`src/rtl/screen_writer.sv`:
```
// CPU-side write port into the 512x256 mono VRAM: PIXEL read-modify-write, WORD write, CLEAR sweep.
// Optional full-screen CLEAR sweep is built only when SCREEN_WRITER_CLEAR_EN is defined.
module screen_writer #(
  parameter int ADDR_W = 13,
  parameter int DATA_W = 16
`ifdef SCREEN_WRITER_CLEAR_EN
  ,
  parameter int CLR_LAST = 8191
`endif
) (
  input  logic              clk,
  input  logic              rst,
  input  logic              cmd_valid,
  output logic              cmd_ready,
  input  logic [1:0]        cmd_op,
  input  logic [8:0]        cmd_x,
  input  logic [7:0]        cmd_y,
  input  logic              cmd_color,
  input  logic [DATA_W-1:0] cmd_data,
  output logic [ADDR_W-1:0] vram_addr,
  input  logic [DATA_W-1:0] vram_rdata,
  output logic              vram_we,
  output logic [DATA_W-1:0] vram_wdata,
  output logic              done
);

  typedef enum logic [1:0] {
    S_IDLE = 2'd0,
    S_RD   = 2'd1,
    S_WR   = 2'd2
`ifdef SCREEN_WRITER_CLEAR_EN
    ,
    S_CLR  = 2'd3
`endif
  } state_t;

  state_t            state_q, state_d;
  logic [ADDR_W-1:0] addr_q, addr_d;
  logic              we_q, we_d;
  logic [DATA_W-1:0] wdata_q, wdata_d;
  logic              done_q, done_d;
  logic [3:0]        bit_q, bit_d;
  logic              color_q, color_d;
  logic              pix_q, pix_d;

  function automatic logic [DATA_W-1:0] merge_pixel(input logic [DATA_W-1:0] word,
                                                    input logic [3:0] idx,
                                                    input logic value);
    logic [DATA_W-1:0] r;
    r      = word;
    r[idx] = value;
    return r;
  endfunction

  // Next-state and registered-output logic.
  always_comb begin
    state_d = state_q;
    addr_d  = addr_q;
    we_d    = 1'b0;
    wdata_d = wdata_q;
    done_d  = 1'b0;
    bit_d   = bit_q;
    color_d = color_q;
    pix_d   = pix_q;
    case (state_q)
      S_IDLE: begin
        if (cmd_valid) begin
          case (cmd_op)
            2'b00: begin
              state_d = S_RD;
              addr_d  = {cmd_y, cmd_x[8:4]};
              bit_d   = cmd_x[3:0];
              color_d = cmd_color;
              pix_d   = 1'b1;
            end
            2'b01: begin
              state_d = S_WR;
              addr_d  = {cmd_y, cmd_x[8:4]};
              we_d    = 1'b1;
              wdata_d = cmd_data;
              pix_d   = 1'b0;
            end
`ifdef SCREEN_WRITER_CLEAR_EN
            2'b10: begin
              state_d = S_CLR;
              addr_d  = {ADDR_W{1'b0}};
              we_d    = 1'b1;
              wdata_d = cmd_data;
              pix_d   = 1'b0;
            end
`endif
            default: begin
              done_d = 1'b1;
            end
          endcase
        end else begin
          state_d = S_IDLE;
        end
      end
      S_RD: begin
        state_d = S_WR;
        we_d    = 1'b1;
      end
      S_WR: begin
        state_d = S_IDLE;
        done_d  = 1'b1;
      end
`ifdef SCREEN_WRITER_CLEAR_EN
      // Sweep stops on the last address rather than wrapping the counter back to 0.
      S_CLR: begin
        if (addr_q == ADDR_W'(CLR_LAST)) begin
          state_d = S_IDLE;
          done_d  = 1'b1;
        end else begin
          addr_d = addr_q + {{(ADDR_W-1){1'b0}}, 1'b1};
          we_d   = 1'b1;
        end
      end
`endif
      default: begin
        state_d = S_IDLE;
      end
    endcase
  end

  // State and output registers with synchronous reset.
  always_ff @(posedge clk) begin
    if (rst) begin
      state_q <= S_IDLE;
      addr_q  <= {ADDR_W{1'b0}};
      we_q    <= 1'b0;
      wdata_q <= {DATA_W{1'b0}};
      done_q  <= 1'b0;
      bit_q   <= 4'd0;
      color_q <= 1'b0;
      pix_q   <= 1'b0;
    end else begin
      state_q <= state_d;
      addr_q  <= addr_d;
      we_q    <= we_d;
      wdata_q <= wdata_d;
      done_q  <= done_d;
      bit_q   <= bit_d;
      color_q <= color_d;
      pix_q   <= pix_d;
    end
  end

  // Read data arrives in the WR cycle itself, so the pixel merge must be combinational.
  assign vram_wdata = (state_q == S_WR && pix_q) ? merge_pixel(vram_rdata, bit_q, color_q) : wdata_q;
  assign vram_addr  = addr_q;
  assign vram_we    = we_q;
  assign done       = done_q;
  assign cmd_ready  = (state_q == S_IDLE) && !rst;

endmodule

```
`config.mk`:
```
export PLATFORM = sky130hd
export DESIGN_NAME = screen_writer
export DESIGN_NICKNAME = d
export VERILOG_FILES = /design/src/rtl/screen_writer.sv
export SDC_FILE = /design/constraint.sdc
export NUM_CORES = 1
export LEC_CHECK = 0
export BUFFER_PORTS_ARGS = -buffer_cell sky130_fd_sc_hd__buf_4
export CAP_MARGIN = 30
export CORE_MARGIN = 10
export CORE_UTILIZATION = 50
export CTS_CLUSTER_SIZE = 25
export DETAILED_ROUTE_END_ITERATION = 7
export HOLD_SLACK_MARGIN = 0.08
export PLACE_DENSITY_LB_ADDON = 0.08
export SYNTH_ARGS = -nofsm -noshare
export SYNTH_HDL_FRONTEND = slang
export SYNTH_SLANG_ARGS = --single-unit
export TNS_END_PERCENT = 20
```
`constraint.sdc`:
```
create_clock -name clk -period 2.6 [get_ports clk]
set_input_delay 0.52 -clock clk [delete_from_list [all_inputs] [get_ports clk]]
set_output_delay 0.52 -clock clk [all_outputs]
set_load 0.02 [all_outputs]
```
* After elaboration in Yosys (flattened, before gate mapping)
Index checks and enable logic that the tools add are counted.
Storage, ports and cells: output and inout bits 32, bits in writable memories 0, ROM bits 0, bits in latches 0, input port bits 55, logic and storage cells 40, memories 0, register bits after elaboration 39
Operators by class: mux-type cells 14, eq/ne operators 4, reduce and logical (&&, ||, !) cells 12, div/mod/pow operators 0, $lt $le $gt $ge 2, $add $sub $neg 0, bitwise gates (word level) 0, shift operators 0, multipliers 0
Operators with widths (count):
- 16-bit bitwise mux | 1
- 16-bit two-way mux | 1
- 3-bit AND reduction | 4
- 2-bit case mux with 2 select lines | 2
- 1-bit case mux with 2 select lines | 3
- 4-bit by 5-bit less-than comparator with 1-bit output (second input constant) | 1
- 1-bit two-way mux | 5
- 1-bit demux with 4-bit select | 1
- 2-bit by 1-bit == test with 1-bit output (second input constant) | 2
- 4-bit by 1-bit >= comparator with 1-bit output (second input constant) | 1
- 2-bit logical NOT | 2
- 4-bit by 2-bit inequality test with 1-bit output (second input constant) | 1
- 1-bit logical AND | 3
- 2-bit == test (second input constant) | 1
- 2-bit two-way mux | 1
- 2-bit nonzero test | 1
- 2-bit OR reduction | 1
- 1-bit logical NOT | 1

* Logic depth before layout (Yosys ltp)
Gate-level depths: netlist (run 1).
word-level depth 6, depth in mapped cells 6, gate-level depth less buffers 3

* Worst setup path before layout (run 1)
No wires, ideal clock.
kind register to output, start register bit_q[1], end output vram_wdata[1], data required time 2080 ps, stages on the path, launching flop included 5, arrival 1485 ps, buffers on the path 1, setup slack 595 ps, cell sequence dfxtp_1 -> clkbuf_1 -> nor4b_1 -> mux2i_1 -> o21ai_0
Between the ends: word-level cells in the longest chain between the ends 6, elaborated cells between the ends (all ways) 7, those cells by class order compare (2); mux (4); reduce/logical (1)
Ends and longest elaborated chain:
- start: declaration | RTL line 42 | logic [3:0] bit_q, bit_d;
- start signal: assignment | RTL line 143 | bit_q <= bit_d;
- 4-bit by 5-bit less-than comparator with 1-bit output (implied by the code) or 4-bit by 1-bit >= comparator with 1-bit output (tied branches) | RTL line 51 | r[idx] = value;
- 1-bit logical AND (implied by the code) | RTL line 51
- 1-bit two-way mux (implied by the code) | RTL line 51
- 1-bit demux with 4-bit select (*) | RTL line 51
- 16-bit bitwise mux (*) | RTL line 51
- 16-bit two-way mux (*) | RTL line 150 | assign vram_wdata = (state_q == S_WR && pix_q) ? merge_pixel(vram_rdata, bit_q, color_q) : wdata_q;
- end: declaration | RTL line 23 | output logic [DATA_W-1:0] vram_wdata,
Mark *: on every way between the ends. The rest lies on a longest branch, timed or not.

* Worst setup path after layout (run 1)
start register bit_q[2], end output vram_wdata[12]
The elaborated chain is that of the path after synthesis.

==> run_results.csv, run 1 <==
group,metric,value,unit
logic_synthesis,synth-compound-area-share,20.55,%
worst_setup_path,rr_startpoint,"state_q[1]",
clock_network,cts_resized,0,
worst_hold_path,hold_class,"register to register",
power_and_ir_drop,power_switching,0.3618,mW
logic_synthesis,yosysTopAreaCellShare,39.82,%
logic_synthesis,ys_seq_area_share,39.82,%
layout,finalNetCount,369,
global_routing,top_usage_layer,"met2",
logic_synthesis,ys_types,25,
floorplanning,core,3716,sq um
global_routing,use_met2,25.89,%
logic_synthesis,synth_adder_area_share,0,%
placement,gp_congestion,0.8185,
global_routing,met1_usage,21.66,%
worst_setup_path,cp_num_buf_inv,1,
logic_synthesis,synth_top_area_cell,"dfxtp_1",
layout,n_fill_cell,319,
worst_setup_path,critPathLaunchType,"register",
floorplanning,die_area,6826,sq um
placement,hpwl,4157,microns
route,drc,0,
logic_synthesis,syn-instance-count,243,
run,drv_cap,0,
power_and_ir_drop,powerDensity,517.1,nW/um^2
power_and_ir_drop,switching_share,26.18,%
timing,rsz0062_at_grt,"false",
clock_network,insertion_delay,290,ps
global_routing,grt_pass1_vias,1752,
worst_setup_path,cp.arrival,1890,ps
worst_hold_path,hp-start,"vram_addr[2]",
worst_setup_path,crit_chain,"nor4bb_1 > mux2i_1 > o21ai_0 > buf_4",
power_and_ir_drop,ir_worst_vdd,0.3937,mV
power_and_ir_drop,clkPwrFrac,36.6,%
layout,antenna_cells,0,
timing,period_share,92.77,%
global_routing,antenna_found_initial,0,
route,vias,1927,
clock_network,cts_inserted_buffers,5,
layout,final_cell_mix,"89 x buf_4, 42 x nand2_1, 39 x dfxtp_1",
worst_setup_path,cp_slowest_cell,"dfxtp_1",
placement,port_buffers,86,
logic_synthesis,synth_flop_cell,"dfxtp_1",
clock_network,cts.reportedPaths.clkPinSlew,80,ps
placement,place_ws,562.4,ps
worst_setup_path,critPathMaxStageDelay,610,ps
power_and_ir_drop,pwr-share-seq,46.6,%
timing,worst_pin_slew,614.0,ps
route,routed_wl,5987,microns
timing,clock.fmax,414.6,MHz
logic_synthesis,yosysWarnings,0,
logic_synthesis,synth-seq-cells,39,
worst_setup_path,critPathLaunch,"bit_q[2]",
logic_synthesis,async_reset_ff_share,0,%
route,firstDrtPassIters,4,
timing,tns,0,ps
power_and_ir_drop,p_int,1.020,mW
power_and_ir_drop,combinationalPowerShare,16.8,%
route,viasPerCell,5.309,
floorplanning,die_h,82.62,microns
logic_synthesis,synthTopCellsByArea,"dfxtp_1 40%, a21oi_1 9.2%, mux2i_1 8.2%, nand2_1 8.0%, nand3_1 5.4%",
layout,final_cell_area,2673,sq um
floorplanning,ios,87,
logic_synthesis,synth_top_family_by_area,"simple AND/OR/NAND/NOR gates",
clock_network,clockBufferDepth,2,
floorplanning,row_count,22,
timing,skew,3.622,ps
route,drt_iter0_drc,152,
logic_synthesis,syn_area,1961,sq um
clock_network,cts_root_buf,"clkbuf_8",
clock_network,cts_hold_buf,0,
layout,synthToLayoutAreaGrowth,36.31,%
route,wl_per_cell,16.49,microns
global_routing,grt_pass1_wl,9073,microns
floorplanning,initial_core_util,52.76,%
clock_network,clkSinkCount,39,
global_routing,use_met3,6.911,%
outcome,status,"finished clean",
timing,setup_violations,0,
worst_setup_path,cp-end-kind,"primary output",
placement,placed_area,2560,sq um
logic_synthesis,syn_area_per_cell,8.068,sq um
global_routing,grt_use_total,17.03,%
clock_network,h-tree-depth,2,
timing,worst_slack,188.1,ps
worst_setup_path,cp_max_fo,17,
layout,layout_commonest_cell,"buf_4",
timing,min_period,2412,ps
floorplanning,die_w,82.62,microns
worst_setup_path,required,2080,ps
worst_setup_path,cp_top_family,"flip-flops",
clock_network,cts_tree,"done",
power_and_ir_drop,power_leakage,1.083,nW
logic_synthesis,synth.area.mux_share,8.168,%
clock_network,postCtsSetupRepairBufs,0,
logic_synthesis,synth-simple-area-share,24.70,%
layout,drive_gt1_share,34.60,%
logic_synthesis,synth-edff-count,0,
worst_setup_path,path_class,"register to primary output",
global_routing,grt_max_degree,40,
route,antenna_left,0,
logic_synthesis,synth-xor-area-share,0,%
timing,slew_headroom,59.01,%
timing,hold_viol,0,
global_routing,grt_remaining_overflow,0,
logic_synthesis,syn_nets,298,
timing,slew_viol_final,0,
## per-layer routing
metal	wire (microns)	vias up
li1	-	1004
met3	506	6
met1	2626	859
met4	51	0
met5	0	-
met2	2802	58
## Yosys cell counts, types with 6 or more instances
cell type	n
a21oi_1	36
clkbuf_1	14
dfxtp_1	39
mux2i_1	16
nand2_1	42
nand3_1	21
nor4bb_1	6
o21ai_0	20
o21ai_1	9
o21ai_2	8
## kinds of logic after synthesis
group / count (synthesis)
AO/OA/AOI/OAI: 74
multiplexers: 16
AND/OR/NAND/NOR: 88
buffers and inverters: 26
flip-flops: 39
## power by group through the flow
stage | sequential, mW | combinational [mW] | clock [mW]
2_1_floorplan | 0.660 | 0.117 | 0
3_3_place_gp | 0.656 | 0.232 | 0
3_5_place_dp | 0.657 | 0.234 | 0
4_1_cts | 0.643 | 0.235 | 0.517
5_1_grt | 0.647 | 0.253 | 0.541
6_report | 0.643 | 0.233 | 0.506
## path summary, 6_finish.rpt
check | cells past startpoint | endpoint | slack, ps
max | 4 | vram_wdata[12] | 190
min | 2 | vram_addr[2] | 450
max reg2reg | 3 | wdata_q[0] | 930
min reg2reg | 2 | vram_addr[2] | 450
## worst min-delay path: stages (launching register included)
cell and delay (ps):
dfxtp_1 310, nand2_1 50, a21oi_1 50
## metrics by stage
step | util (%) | cells | power [mW] | hold slack, ps
after floorplan | - | 243 | 0.7770 | 443.7
after global placement | 68.89 | 355 | 0.8879 | 442.2
after detailed placement | 68.89 | 355 | 0.8914 | 447.0
after CTS | 71.92 | 363 | 1.396 | 457.9
after global routing | 71.92 | 363 | 1.441 | 460.1
final | 71.92 | 363 | 1.382 | 454.8
## flip-flops by register name (all words and copies together) (netlist names)
signal and count:
bit_q 4, color_q 1, done 1, pix_q 1
state_q 2, vram_addr 13, vram_we 1, wdata_q 16
## area by class of cell
| type | instances | area (sq um) | area share [%] |
|---|---|---|---|
| multi-input combinational | 178 | 1047 | 39.19 |
| tap | 48 | 60.06 | 2.247 |
| timing repair buffer | 89 | 668.1 | 25.00 |
| clock inverter | 3 | 43.79 | 1.639 |
| inverter | 1 | 3.754 | 0.1404 |
| clock buffer | 5 | 68.82 | 2.575 |
| sequential | 39 | 780.7 | 29.21 |
(Power assumes the default switching activity.)
==> run 2, diff against run 1 <==
Settings changed: CORE_ASPECT_RATIO set to 0.6.
==> run 2 against run 1 <==
Net effect:
- largest cell class unchanged
- final cell count stayed put
- routed wire length up 0.23%
- sequential power about the same
- non-clock buffer count is 1 higher
- critical path type unchanged
==> run_results.csv, run 2 (synthesis gave the netlist of run 1 again) <==
group,metric,value,unit
clock_network,insertion_delay,300,ps
clock_network,cts_root_buf,"clkbuf_8",
route,vias,2003,
global_routing,grt_pass1_vias,1923,
worst_setup_path,rr_startpoint,"state_q[1]",
route,drc,0,
run,drv_cap,0,
power_and_ir_drop,power_leakage,1.096,nW
worst_setup_path,critPathLaunch,"bit_q[2]",
global_routing,antenna_found_initial,0,
worst_hold_path,hold_class,"register to register",
worst_setup_path,cp-end-kind,"primary output",
layout,final_util,72.50,%
global_routing,grt_pass1_wl,9439,microns
route,drt_iter0_drc,126,
route,wl_per_cell,16.53,microns
timing,clock.fmax,415.9,MHz
route,routed_wl,6001,microns
timing,slew_headroom,59.76,%
worst_setup_path,critPathLaunchType,"register",
placement,port_buffers,86,
worst_hold_path,hold_depth,2,
clock_network,clkSinkCount,39,
worst_setup_path,timing.rr.end,"bit_q[1]",
timing,worst_pin_slew,602.8,ps
layout,antenna_cells,0,
floorplanning,core,3722,sq um
layout,final_cell_mix,"90 x buf_4, 42 x nand2_1, 39 x dfxtp_1",
route,firstDrtPassIters,4,
timing,rsz0062_at_grt,"false",
clock_network,postCtsSetupRepairBufs,0,
layout,layoutNonFillerInstCount,363,
power_and_ir_drop,powerDensity,548.3,nW/um^2
placement,hpwl,4216,microns
placement,placed_area,2566,sq um
floorplanning,initial_core_util,52.67,%
clock_network,cts_tree,"done",
layout,synthToLayoutAreaGrowth,37.65,%
placement,place_inst,355,
floorplanning,ios,87,
clock_network,cts_resized,0,
timing,setup_violations,0,
clock_network,cts_inserted_buffers,5,
clock_network,clockBufferDepth,2,
floorplanning,die_h,68.51,microns
clock_network,cts_hold_buf,0,
placement,place_ws,535.6,ps
worst_setup_path,cp_max_fo,17,
floorplanning,die_area,6908,sq um
timing,slew_viol_final,0,
layout,final_cell_area,2699,sq um
worst_setup_path,reg2reg_slack,910,ps
outcome,status,"finished clean",
route,viasPerCell,5.518,
route,antenna_left,0,
clock_network,h-tree-depth,2,
clock_network,cts.reportedPaths.clkPinSlew,70,ps
layout,largest_reg_flops,16,
floorplanning,row_count,17,
layout,drive_gt1_share,34.49,%
layout,n_fill_cell,316,
timing,min_period,2404,ps
layout,finalNetCount,370,
timing,worst_slack,195.7,ps
placement,gp_congestion,0.8042,
timing,hold_viol,0,
global_routing,grt_use_total,16.79,%
layout,layout_commonest_cell,"buf_4",
worst_setup_path,worstRegToRegCells,3,
worst_hold_path,min_to,"vram_addr[7]",
floorplanning,die_w,100.8,microns
global_routing,grt_remaining_overflow,0,
worst_setup_path,cp.arrival,1880,ps
worst_setup_path,path_class,"register to primary output",
timing,period_share,92.47,%
power_and_ir_drop,ir_worst_vdd,0.3572,mV
global_routing,grt_max_degree,40,
worst_setup_path,required,2080,ps
timing,tns,0,ps
worst_hold_path,hp-start,"vram_addr[7]",
timing,skew,7.075,ps
layout,top_register,"wdata_q",
[run 2: power breakdown]
part	internal (mW)	leakage [nW]	switching, mW
combinational	0.115	0.713	0.120
sequential	0.621	0.318	0.0229
clock	0.384	0.0654	0.217
[run 2: layout make-up]
class                      count  area (sq um)  share of cell area (%)
multi-input combinational    178          1047                   38.80
sequential                    39         780.7                   28.93
timing repair buffer          90         675.6                   25.03
clock buffer                   6         72.57                   2.689
clock inverter                 2         60.06                   2.225
tap                           47         58.81                   2.179
inverter                       1         3.754                  0.1391
[run 2: how the worst max path moves through the flow]
| stage | to | slack [ps] | cells after the start |
|---|---|---|---|
| 2_1_floorplan | vram_wdata[1] | 600 | 4 |
| 3_3_place_gp | vram_wdata[6] | 550 | 4 |
| 3_5_place_dp | vram_wdata[12] | 540 | 4 |
| 4_1_cts | vram_wdata[12] | 210 | 4 |
| 5_1_grt | vram_wdata[8] | 20 | 4 |
| 6_report | vram_wdata[12] | 200 | 4 |
[run 2: worst max-delay path: stages (launching register included)]
cell and delay [ps]:
dfxtp_1 640, nor4bb_1 460, mux2i_1 230, o21ai_0 100
buf_4 170
[run 2: metal layers]
| metal | routed length [microns] | share of wire [%] | track usage, % | up-vias |
|---|---|---|---|---|
| met5 | 0 | 0 | 0 | - |
| li1 | - | - | - | 1006 |
| met4 | 38 | 0.63 | 4.211 | 0 |
| met3 | 645 | 11 | 7.540 | 4 |
| met1 | 2715 | 45 | 22.47 | 909 |
| met2 | 2601 | 43 | 24.05 | 84 |
[run 2: through the flow]
stage               hold WS, ps  total power, mW
finish                    456.4            1.480
global route              470.6            1.530
CTS                       457.8            1.483
detailed placement        447.0           0.8922
global placement          442.8           0.8891
floorplan                 443.7           0.7770
